## src/rtl/io_timer_pkg.sv

```systemverilog
// Shared constants for the IO timer responder: register offsets, CTRL/STAT bit
// positions and the default window base.
package io_timer_pkg;

  localparam logic [31:0] DEFAULT_BASE = 32'hFFFFFC20;

  localparam logic [3:0] OFF_CTRL0 = 4'h0;
  localparam logic [3:0] OFF_CTRL1 = 4'h2;
  localparam logic [3:0] OFF_CNT0  = 4'h4;
  localparam logic [3:0] OFF_CNT1  = 4'h6;

  localparam int CTRL_MODE   = 0;
  localparam int CTRL_REPEAT = 1;
  localparam int CTRL_IRQ    = 2;

  localparam int STAT_TDONE = 0;
  localparam int STAT_CDONE = 1;
  localparam int STAT_RUN   = 15;

  typedef enum logic [2:0] {
    REG_NONE,
    REG_CTRL0,
    REG_CTRL1,
    REG_CNT0,
    REG_CNT1
  } reg_sel_e;

  // Odd offsets and 0x8-0xE fall through to REG_NONE.
  function automatic reg_sel_e decode_off(input logic [3:0] off);
    case (off)
      OFF_CTRL0: decode_off = REG_CTRL0;
      OFF_CTRL1: decode_off = REG_CTRL1;
      OFF_CNT0:  decode_off = REG_CNT0;
      OFF_CNT1:  decode_off = REG_CNT1;
      default:   decode_off = REG_NONE;
    endcase
  endfunction

endpackage

```

## src/rtl/io_timer_responder_channel.sv

```systemverilog
// One timer/counter channel: CTRL/CNT registers, pulse synchronizer with edge
// detect, decrement/terminal logic and clear-on-read done flags.
module timer_channel
  import io_timer_pkg::*;
#(
  parameter int CNT_W = 16
) (
  input  logic        clock,
  input  logic        reset_n,
  input  logic        ctrl_we,
  input  logic        cnt_we,
  input  logic        stat_rd,
  input  logic        pulse_in,
  input  logic [15:0] wdata,
  output logic [15:0] stat,
  output logic [15:0] count,
  output logic        cout,
  output logic        irq_nxt
);

  logic [2:0]       ctrl_q, ctrl_nxt;
  logic [CNT_W-1:0] init_q, init_nxt;
  logic [CNT_W-1:0] cur_q, cur_nxt;
  logic             run_q, run_nxt;
  logic [1:0]       done_q, done_nxt, done_set;
  logic [2:0]       sync_q;
  logic             rise, dec, term;

  // sync_q[0]/[1] form the synchronizer, sync_q[2] is the edge-detect history.
  assign rise = sync_q[1] & ~sync_q[2];
  assign dec  = run_q & (ctrl_q[CTRL_MODE] ? rise : 1'b1);
  assign term = dec & (cur_q == CNT_W'(1));

  always_comb begin
    ctrl_nxt = ctrl_q;
    if (ctrl_we) begin
      ctrl_nxt[CTRL_MODE]   = wdata[0];
      ctrl_nxt[CTRL_REPEAT] = wdata[1];
`ifdef IO_TIMER_IRQ_EN
      ctrl_nxt[CTRL_IRQ]    = wdata[2];
`else
      ctrl_nxt[CTRL_IRQ]    = 1'b0;
`endif
    end
  end

  // A CNT write in the terminal cycle overrides the reload, but done/cout still fire.
  always_comb begin
    init_nxt = init_q;
    cur_nxt  = cur_q;
    run_nxt  = run_q;
    if (dec) begin
      if (term) begin
        cur_nxt = ctrl_q[CTRL_REPEAT] ? init_q : '0;
        run_nxt = ctrl_q[CTRL_REPEAT];
      end else begin
        cur_nxt = cur_q - CNT_W'(1);
      end
    end
    if (cnt_we) begin
      init_nxt = wdata[CNT_W-1:0];
      cur_nxt  = wdata[CNT_W-1:0];
      run_nxt  = |wdata[CNT_W-1:0];
    end
  end

  always_comb begin
    done_set = 2'b00;
    done_set[ctrl_q[CTRL_MODE]] = term;
    done_nxt = (stat_rd ? 2'b00 : done_q) | done_set;
  end

  assign irq_nxt = ctrl_nxt[CTRL_IRQ] & (|done_nxt);

  always_ff @(posedge clock or negedge reset_n) begin
    if (!reset_n) begin
      ctrl_q <= '0;
      init_q <= '0;
      cur_q  <= '0;
      run_q  <= 1'b0;
      done_q <= 2'b00;
      sync_q <= 3'b000;
      cout   <= 1'b0;
    end else begin
      ctrl_q <= ctrl_nxt;
      init_q <= init_nxt;
      cur_q  <= cur_nxt;
      run_q  <= run_nxt;
      done_q <= done_nxt;
      sync_q <= {sync_q[1:0], pulse_in};
      cout   <= term;
    end
  end

  always_comb begin
    stat = '0;
    stat[STAT_RUN]   = run_q;
    stat[STAT_TDONE] = done_q[0];
    stat[STAT_CDONE] = done_q[1];
  end

  assign count = 16'(cur_q);

endmodule

```

## src/rtl/io_timer_responder.sv

```systemverilog
// Two-channel memory-mapped timer/counter on the IO bus: address decode and
// registered read mux. Optional Irq output is enabled by IO_TIMER_IRQ_EN.
module io_timer_responder
  import io_timer_pkg::*;
#(
  parameter logic [31:0] BASE_ADDR = DEFAULT_BASE,
  parameter int          CNT_W     = 16
) (
  input  logic        clock,
  input  logic        reset_n,
  input  logic        IO_read,
  input  logic        IO_write,
  input  logic [31:0] Address,
  input  logic [31:0] Write_data,
  output logic [31:0] Read_data,
  input  logic        Pulse_in0,
  input  logic        Pulse_in1,
  output logic        Cout0,
  output logic        Cout1
`ifdef IO_TIMER_IRQ_EN
  ,
  output logic        Irq
`endif
);

  // Bus contract: no handshake. A selected access is accepted in the cycle it is
  // presented; writes land at the closing edge and read data appears one cycle
  // later. A simultaneous read and write performs only the write.
  logic        sel, wr, rd;
  reg_sel_e    rsel;
  logic [15:0] stat0, stat1, count0, count1, rd_mux;
  logic [1:0]  irq_nxt;
  logic        unused_wdata;

  assign sel  = (IO_read | IO_write) & (Address[31:4] == BASE_ADDR[31:4]);
  assign rsel = decode_off(Address[3:0]);
  assign wr   = sel & IO_write;
  assign rd   = sel & IO_read & ~IO_write;

  assign unused_wdata = ^Write_data[31:16];

  timer_channel #(.CNT_W(CNT_W)) u_ch0 (
    .clock   (clock),
    .reset_n (reset_n),
    .ctrl_we (wr & (rsel == REG_CTRL0)),
    .cnt_we  (wr & (rsel == REG_CNT0)),
    .stat_rd (rd & (rsel == REG_CTRL0)),
    .pulse_in(Pulse_in0),
    .wdata   (Write_data[15:0]),
    .stat    (stat0),
    .count   (count0),
    .cout    (Cout0),
    .irq_nxt (irq_nxt[0])
  );

  timer_channel #(.CNT_W(CNT_W)) u_ch1 (
    .clock   (clock),
    .reset_n (reset_n),
    .ctrl_we (wr & (rsel == REG_CTRL1)),
    .cnt_we  (wr & (rsel == REG_CNT1)),
    .stat_rd (rd & (rsel == REG_CTRL1)),
    .pulse_in(Pulse_in1),
    .wdata   (Write_data[15:0]),
    .stat    (stat1),
    .count   (count1),
    .cout    (Cout1),
    .irq_nxt (irq_nxt[1])
  );

  always_comb begin
    rd_mux = '0;
    case (rsel)
      REG_CTRL0: rd_mux = stat0;
      REG_CTRL1: rd_mux = stat1;
      REG_CNT0:  rd_mux = count0;
      REG_CNT1:  rd_mux = count1;
      default:   rd_mux = '0;
    endcase
  end

  always_ff @(posedge clock or negedge reset_n) begin
    if (!reset_n) Read_data <= '0;
    else          Read_data <= rd ? {16'h0000, rd_mux} : 32'h0;
  end

`ifdef IO_TIMER_IRQ_EN
  always_ff @(posedge clock or negedge reset_n) begin
    if (!reset_n) Irq <= 1'b0;
    else          Irq <= |irq_nxt;
  end
`else
  logic unused_irq;
  assign unused_irq = ^irq_nxt;
`endif

endmodule

```

## config.mk

```make
export PLATFORM = sky130hd
export DESIGN_NAME = io_timer_responder
export DESIGN_NICKNAME = d
export VERILOG_FILES = /design/src/rtl/io_timer_pkg.sv /design/src/rtl/io_timer_responder_channel.sv /design/src/rtl/io_timer_responder.sv
export SDC_FILE = /design/constraint.sdc
export NUM_CORES = 1
export LEC_CHECK = 0
export BUFFER_PORTS_ARGS = -buffer_cell sky130_fd_sc_hd__buf_2
export CAP_MARGIN = 30
export CORE_MARGIN = 2
export CORE_UTILIZATION = 34
export CTS_CLUSTER_DIAMETER = 100
export DETAILED_ROUTE_END_ITERATION = 10
export HOLD_SLACK_MARGIN = 0.15
export PLACE_DENSITY = 0.59
export SETUP_SLACK_MARGIN = 0.05
export SYNTH_ARGS = -nofsm -noshare
export SYNTH_HDL_FRONTEND = slang
export SYNTH_HIERARCHICAL = 1
export SYNTH_SLANG_ARGS = --single-unit
export TNS_END_PERCENT = 20
```

## constraint.sdc

```tcl
create_clock -name clock -period 2.3 [get_ports clock]
set_input_delay 0.46 -clock clock [delete_from_list [all_inputs] [get_ports clock]]
set_output_delay 0.46 -clock clock [all_outputs]
set_load 0.03 [all_outputs]
```

After elaboration in Yosys (flattened, before gate mapping):

Index checks and enable logic that the tools add are counted.

* register bits after elaboration: 98
* bits of input ports: 70
* output and inout port bits: 34
* word-level logic and storage cells: 90

* add/subtract/negate cells: 2
* order comparisons: 4
* equal/unequal tests: 10
* muxes and demuxes: 25
* bitwise operators: 24
* reductions and logical operators: 10

Operator list (count)
* 16-bit two-way mux: 9
* 16-bit one-hot mux with 4 select lines: 1
* 16-bit by 1-bit == test with 1-bit output, second input constant: 2
* 16-bit by 1-bit subtractor with 16-bit output, second input constant: 2
* 28-bit == test, second input constant: 1
* 1-bit bitwise AND: 16
* 16-bit OR reduction: 1
* 3-bit one-hot mux with 4 select lines: 1
* 1-bit two-way mux: 10
* 4-bit by 3-bit == test with 1-bit output, second input constant: 2
* 2-bit nonzero test: 4
* 3-bit by 2-bit == test with 1-bit output, second input constant: 2
* 2-bit bitwise AND: 2
* 4-bit by 2-bit == test with 1-bit output, second input constant: 1
* 4-bit logical NOT: 1
* 1-bit by 2-bit < comparator with 1-bit output, second input constant: 2
* 2-bit two-way mux: 2
* 2-bit OR: 2
* 2-bit AND reduction: 2
* 3-bit by 1-bit == test with 1-bit output, second input constant: 1
* 3-bit == test, second input constant: 1
* 1-bit inverter: 3
* 1-bit demux with 1-bit select: 2
* 1-bit >= comparator, second input constant: 2
* other kinds (2): 3

Longest topological paths before layout:

* depth after elaboration: 8
* gate-level depth with buffers: 10
* depth with buffers taken out: 8

Hierarchy:

The synthesis kept the hierarchy.

By module, submodules not included
* timer_channel (u_ch0): times used 1, cells an instance 253, area an instance 2421.1 µm², seq. area each 1051.0 µm²
* timer_channel (u_ch1): times used 1, cells an instance 235, area an instance 2313.5 µm², seq. area each 1051.0 µm²
* io_timer_responder: times used 1, cells an instance 100, area an instance 1228.7 µm², seq. area each 400.4 µm²

Worst setup path after synthesis:

No wires, ideal clock.

* kind: input port to flip-flop
* start point: input port Address[3]
* end point: register u_ch0.cur_q[7] (netlist: u_ch0/count[7])
* library setup time: 0.127 ns
* arrival time: 3.192 ns
* required time: 2.173 ns
* path slack: -1.019 ns
* stages on the path: 9
* path buffers: 2
* cells stage by stage: or4b_1 -> or4_4 -> buf_6 -> nor4_1 -> clkinv_1 -> o21ai_1 -> buf_2 -> a31oi_1 -> o32a_2

* cells in the longest elaborated chain, start to end: 5
* elaborated cells between the ends (all ways): 9
* classes of those cells: eq/ne (4); mux (2); bitwise (1); reduce/logical (2)

RTL lines
* from (decl): RTL line io_timer_responder.sv:13 `input logic [31:0] Address,`
* 4-bit by 3-bit == test with 1-bit output, or another cell as far along: RTL line io_timer_pkg.sv:30 `case (off)`
* 3-bit one-hot mux with 4 select lines *: RTL line io_timer_pkg.sv:30
* 3-bit by 2-bit == test with 1-bit output *: RTL line io_timer_responder.sv:46 `.cnt_we (wr & (rsel == REG_CNT0)),`
* 1-bit bitwise AND *: RTL line io_timer_responder.sv:46
* 16-bit two-way mux or 2-bit nonzero test (tied branches)
* to (signal assigned): RTL line io_timer_responder_channel.sv:87 `cur_q <= cur_nxt;`
* to (decl): RTL line io_timer_responder_channel.sv:23 `logic [CNT_W-1:0] cur_q, cur_nxt;`

Mark *: on every way between the ends. The rest lies on a longest branch, timed or not.
A chain may end at the register's enable or synchronous reset.

Final worst setup path:

* start point: input port Address[7]
* end point: register u_ch0.run_q

* cells in the longest elaborated chain, start to end: 6
* elaborated cells between the ends (all ways): 8
* classes of those cells: eq/ne (1); mux (1); bitwise (3); reduce/logical (3)

RTL lines
* 28-bit == test *: RTL line io_timer_responder.sv:35 `assign sel = (IO_read | IO_write) & (Address[31:4] == BASE_ADDR[31:4]);`
* 1-bit bitwise AND *: RTL line io_timer_responder.sv:35
* 1-bit bitwise AND *: RTL line io_timer_responder.sv:37 `assign wr = sel & IO_write;`
* 1-bit bitwise AND *: RTL line io_timer_responder.sv:46
* 2-bit nonzero test (no line)
* 2-bit AND reduction (no line)
* to (signal assigned): RTL line io_timer_responder_channel.sv:88 `run_q <= run_nxt;`
* to (decl): RTL line io_timer_responder_channel.sv:24 `logic run_q, run_nxt;`

Marks and branches as above.

==> results.ini <==
[layout]
fin_cells = 954
layout_common_cells = 98 x dfrtp_1, 74 x buf_4, 69 x buf_2
syn2layout_area_growth_pct = 31.1
drive_gt1_share_pct = 38.1
fin_nets = 799
diodes = 0
final_common_cell = dfrtp_1

[placed_design]
placed_cells = 921
dp_hpwl_mm = 13.5
port_buffers = 71
place_congestion = 0.909

[power]
vdd_drop_max_uv = 392
net-switching-power_mw = 0.839
pwr-share-clk_pct = 45.4
powerDensity_nw_per_um2 = 471
internal_power_mw = 2.79
p_seq_share_pct = 47.6
switching_share_pct = 23.1
p_leak_nw = 3.39
combinationalPowerShare_pct = 7.0

[setup_path]
cp_max_fo = 7
worstPathCellList = buf_6 > or4b_4 > or4_4 > nor4_4 > inv_4 > nor2_4 > nand4_1 > nor4_2 > o22ai_1
required_ns = 2.53
worst_setup_path_start_kind = input port
path_delay_family = simple AND/OR/NAND/NOR gates
endpoint_kind = register
crit_arrival_ns = 2.85
crit_buf_inv = 2
rrSetupSlack_ns = -0.03
crit_type = input port to register
crit_slowest_cell = or4_4
crit_path_max_incr_delay_ns = 0.58

[sta]
setup_slack_ns = -0.313
period_needed_ns = 2.61
final-setup-viol-count = 55
drv_slew = 0
holdWs_ns = 0.131
finalHoldViolations = 0
rsz0062_at_grt = true
min_period_over_period_pct = 114
slew_headroom_pct = 55.2
fmax_ghz = 0.383
max_slew.worst_pin.slew_ns = 0.672
fin_skew_ns = 0.00563

[die]
start_util_pct = 34.4
io_pins = 104
dieWidth_um = 136
chipHeight_um = 136
die_area_um2 = 18400
num_rows = 48
coreArea_um2 = 17100

[job]
maxCapViolCount = 0

[run_status]
violations = setup timing
status = complete, but fails checks

[clock_tree]
cts_tree = built
clk_latency_ns = 0.36
clock-sinks = 98
ctsHoldBuffers = 0
clk_path_buf_depth = 2
cts_max_level = 3
cts_made_buffers = 9
path_clk_slew_ns = 0.07
cts_root_buf = clkbuf_16

[worst_hold_path]
hold_path_class = input port to asynchronous set/reset pin

[routing]
firstDrtPassIters = 5
wl_met1_mm = 8.21
drcViolationCount = 0
met2_length_mm = 8.70
wl_met3_mm = 1.37
vias = 5372
viasPerCell = 5.63
maxUsedRoutingLayer = met5
drt_iter0_markers = 691
wire_per_inst_um = 19.8
detail-route-antenna-nets = 0
finalWirelength_mm = 18.9

[global_routing]
grt_overflow = 0
antenna_found_initial = 1
grt_pass1_vias = 5121
grt_max_degree = 47
grtUsageTotal_pct = 20.3
grt_pass1_wl_mm = 28.4

[yosys]
synth_area_per_cell_um2 = 10.1
synthCells = 581
synth_warnings = 6
syn_area_um2 = 5880

## timing repair
action                                  4_1_cts  5_1_grt
buffers inserted                              7       11
gates resized for setup                      34       42
gates cloned                                  1        3
endpoints found under the setup margin       53       67
pin swaps                                    15       17
hold endpoints to repair                      0        0
## worst register-to-register path, cell delays in order (launching register included)
cell,delay [ns]
dfrtp_1,0.45
inv_1,0.12
ha_1,0.27
or3b_2,0.53
nor3_1,0.35
buf_4,0.20
a21oi_1,0.04
nor3_1,0.15
o32a_1,0.18
## sequential cells by signal, indices dropped and copies added (netlist names)
name and cells:
u_ch1/cout 1, u_ch0/count 16, Read_data 16, u_ch1/sync_q 3, u_ch0/init_q 16, u_ch1/count 16, u_ch0/cout 1, u_ch0/done_q 2
u_ch1/ctrl_q 2, u_ch0/ctrl_q 2, u_ch0/sync_q 3, u_ch1/init_q 16, u_ch0/run_q 1, u_ch1/done_q 2, u_ch1/run_q 1
## routing by layer
metal / up-vias / track usage (%)
li1: 2397 / -
met2: 273 / 31.5
met3: 51 / 3.78
met4: 2 / 9.26
met1: 2649 / 27.7
met5: - / 0
## final cells by class
type                            count  area, um^2
Clock buffer                       10         239
Sequential cell                    98        2450
Timing Repair Buffer              169        1290
Clock inverter                      5        78.8
Fill cell                        1612        9410
Multi-Input combinational cell    418        3250
Tap cell                          225         282
Inverter                           29         115
## through the flow
step                      instance area [um^2]  utilization (%)  total power, mW  worst slack (ns)  setup TNS, ns
after floorplan                           6150                -             1.92            -0.553         -23.95
after global placement                    6900             40.3             2.01            -0.604         -28.97
after detailed placement                  6900             40.3             2.01            -0.644         -30.12
after CTS                                 7450             43.5             3.67            -0.167          -3.04
after global routing                      7710             45.1             3.74            -0.374         -11.62
final                                     7710             45.1             3.63            -0.313          -7.67
## power groups by stage
stage,clock network (mW),logic [mW],registers (mW)
finish,1.65,0.254,1.73
global route,1.74,0.275,1.73
CTS,1.69,0.250,1.73
detailed placement,0,0.246,1.76
global placement,0,0.245,1.76
floorplan,0,0.157,1.76
## final timing paths
path | start | end | depth (start not counted)
min in group clock | Pulse_in1 | u_ch1/sync_q[0]$_DFF_PN0_ | 1
setup / recovery | Address[7] | u_ch0/run_q$_DFFE_PN0P_ | 9
setup reg to reg | u_ch0/count[0]$_DFFE_PN0P_ | u_ch0/count[10]$_DFFE_PN0P_ | 8
max in group asynchronous | reset_n | u_ch0/done_q[0]$_DFF_PN0_ | 2
hold reg to reg | u_ch0/sync_q[0]$_DFF_PN0_ | u_ch0/sync_q[1]$_DFF_PN0_ | 0
hold / removal | reset_n | u_ch0/init_q[13]$_DFFE_PN0P_ | 1
Power figures use the tool's default switching activity.
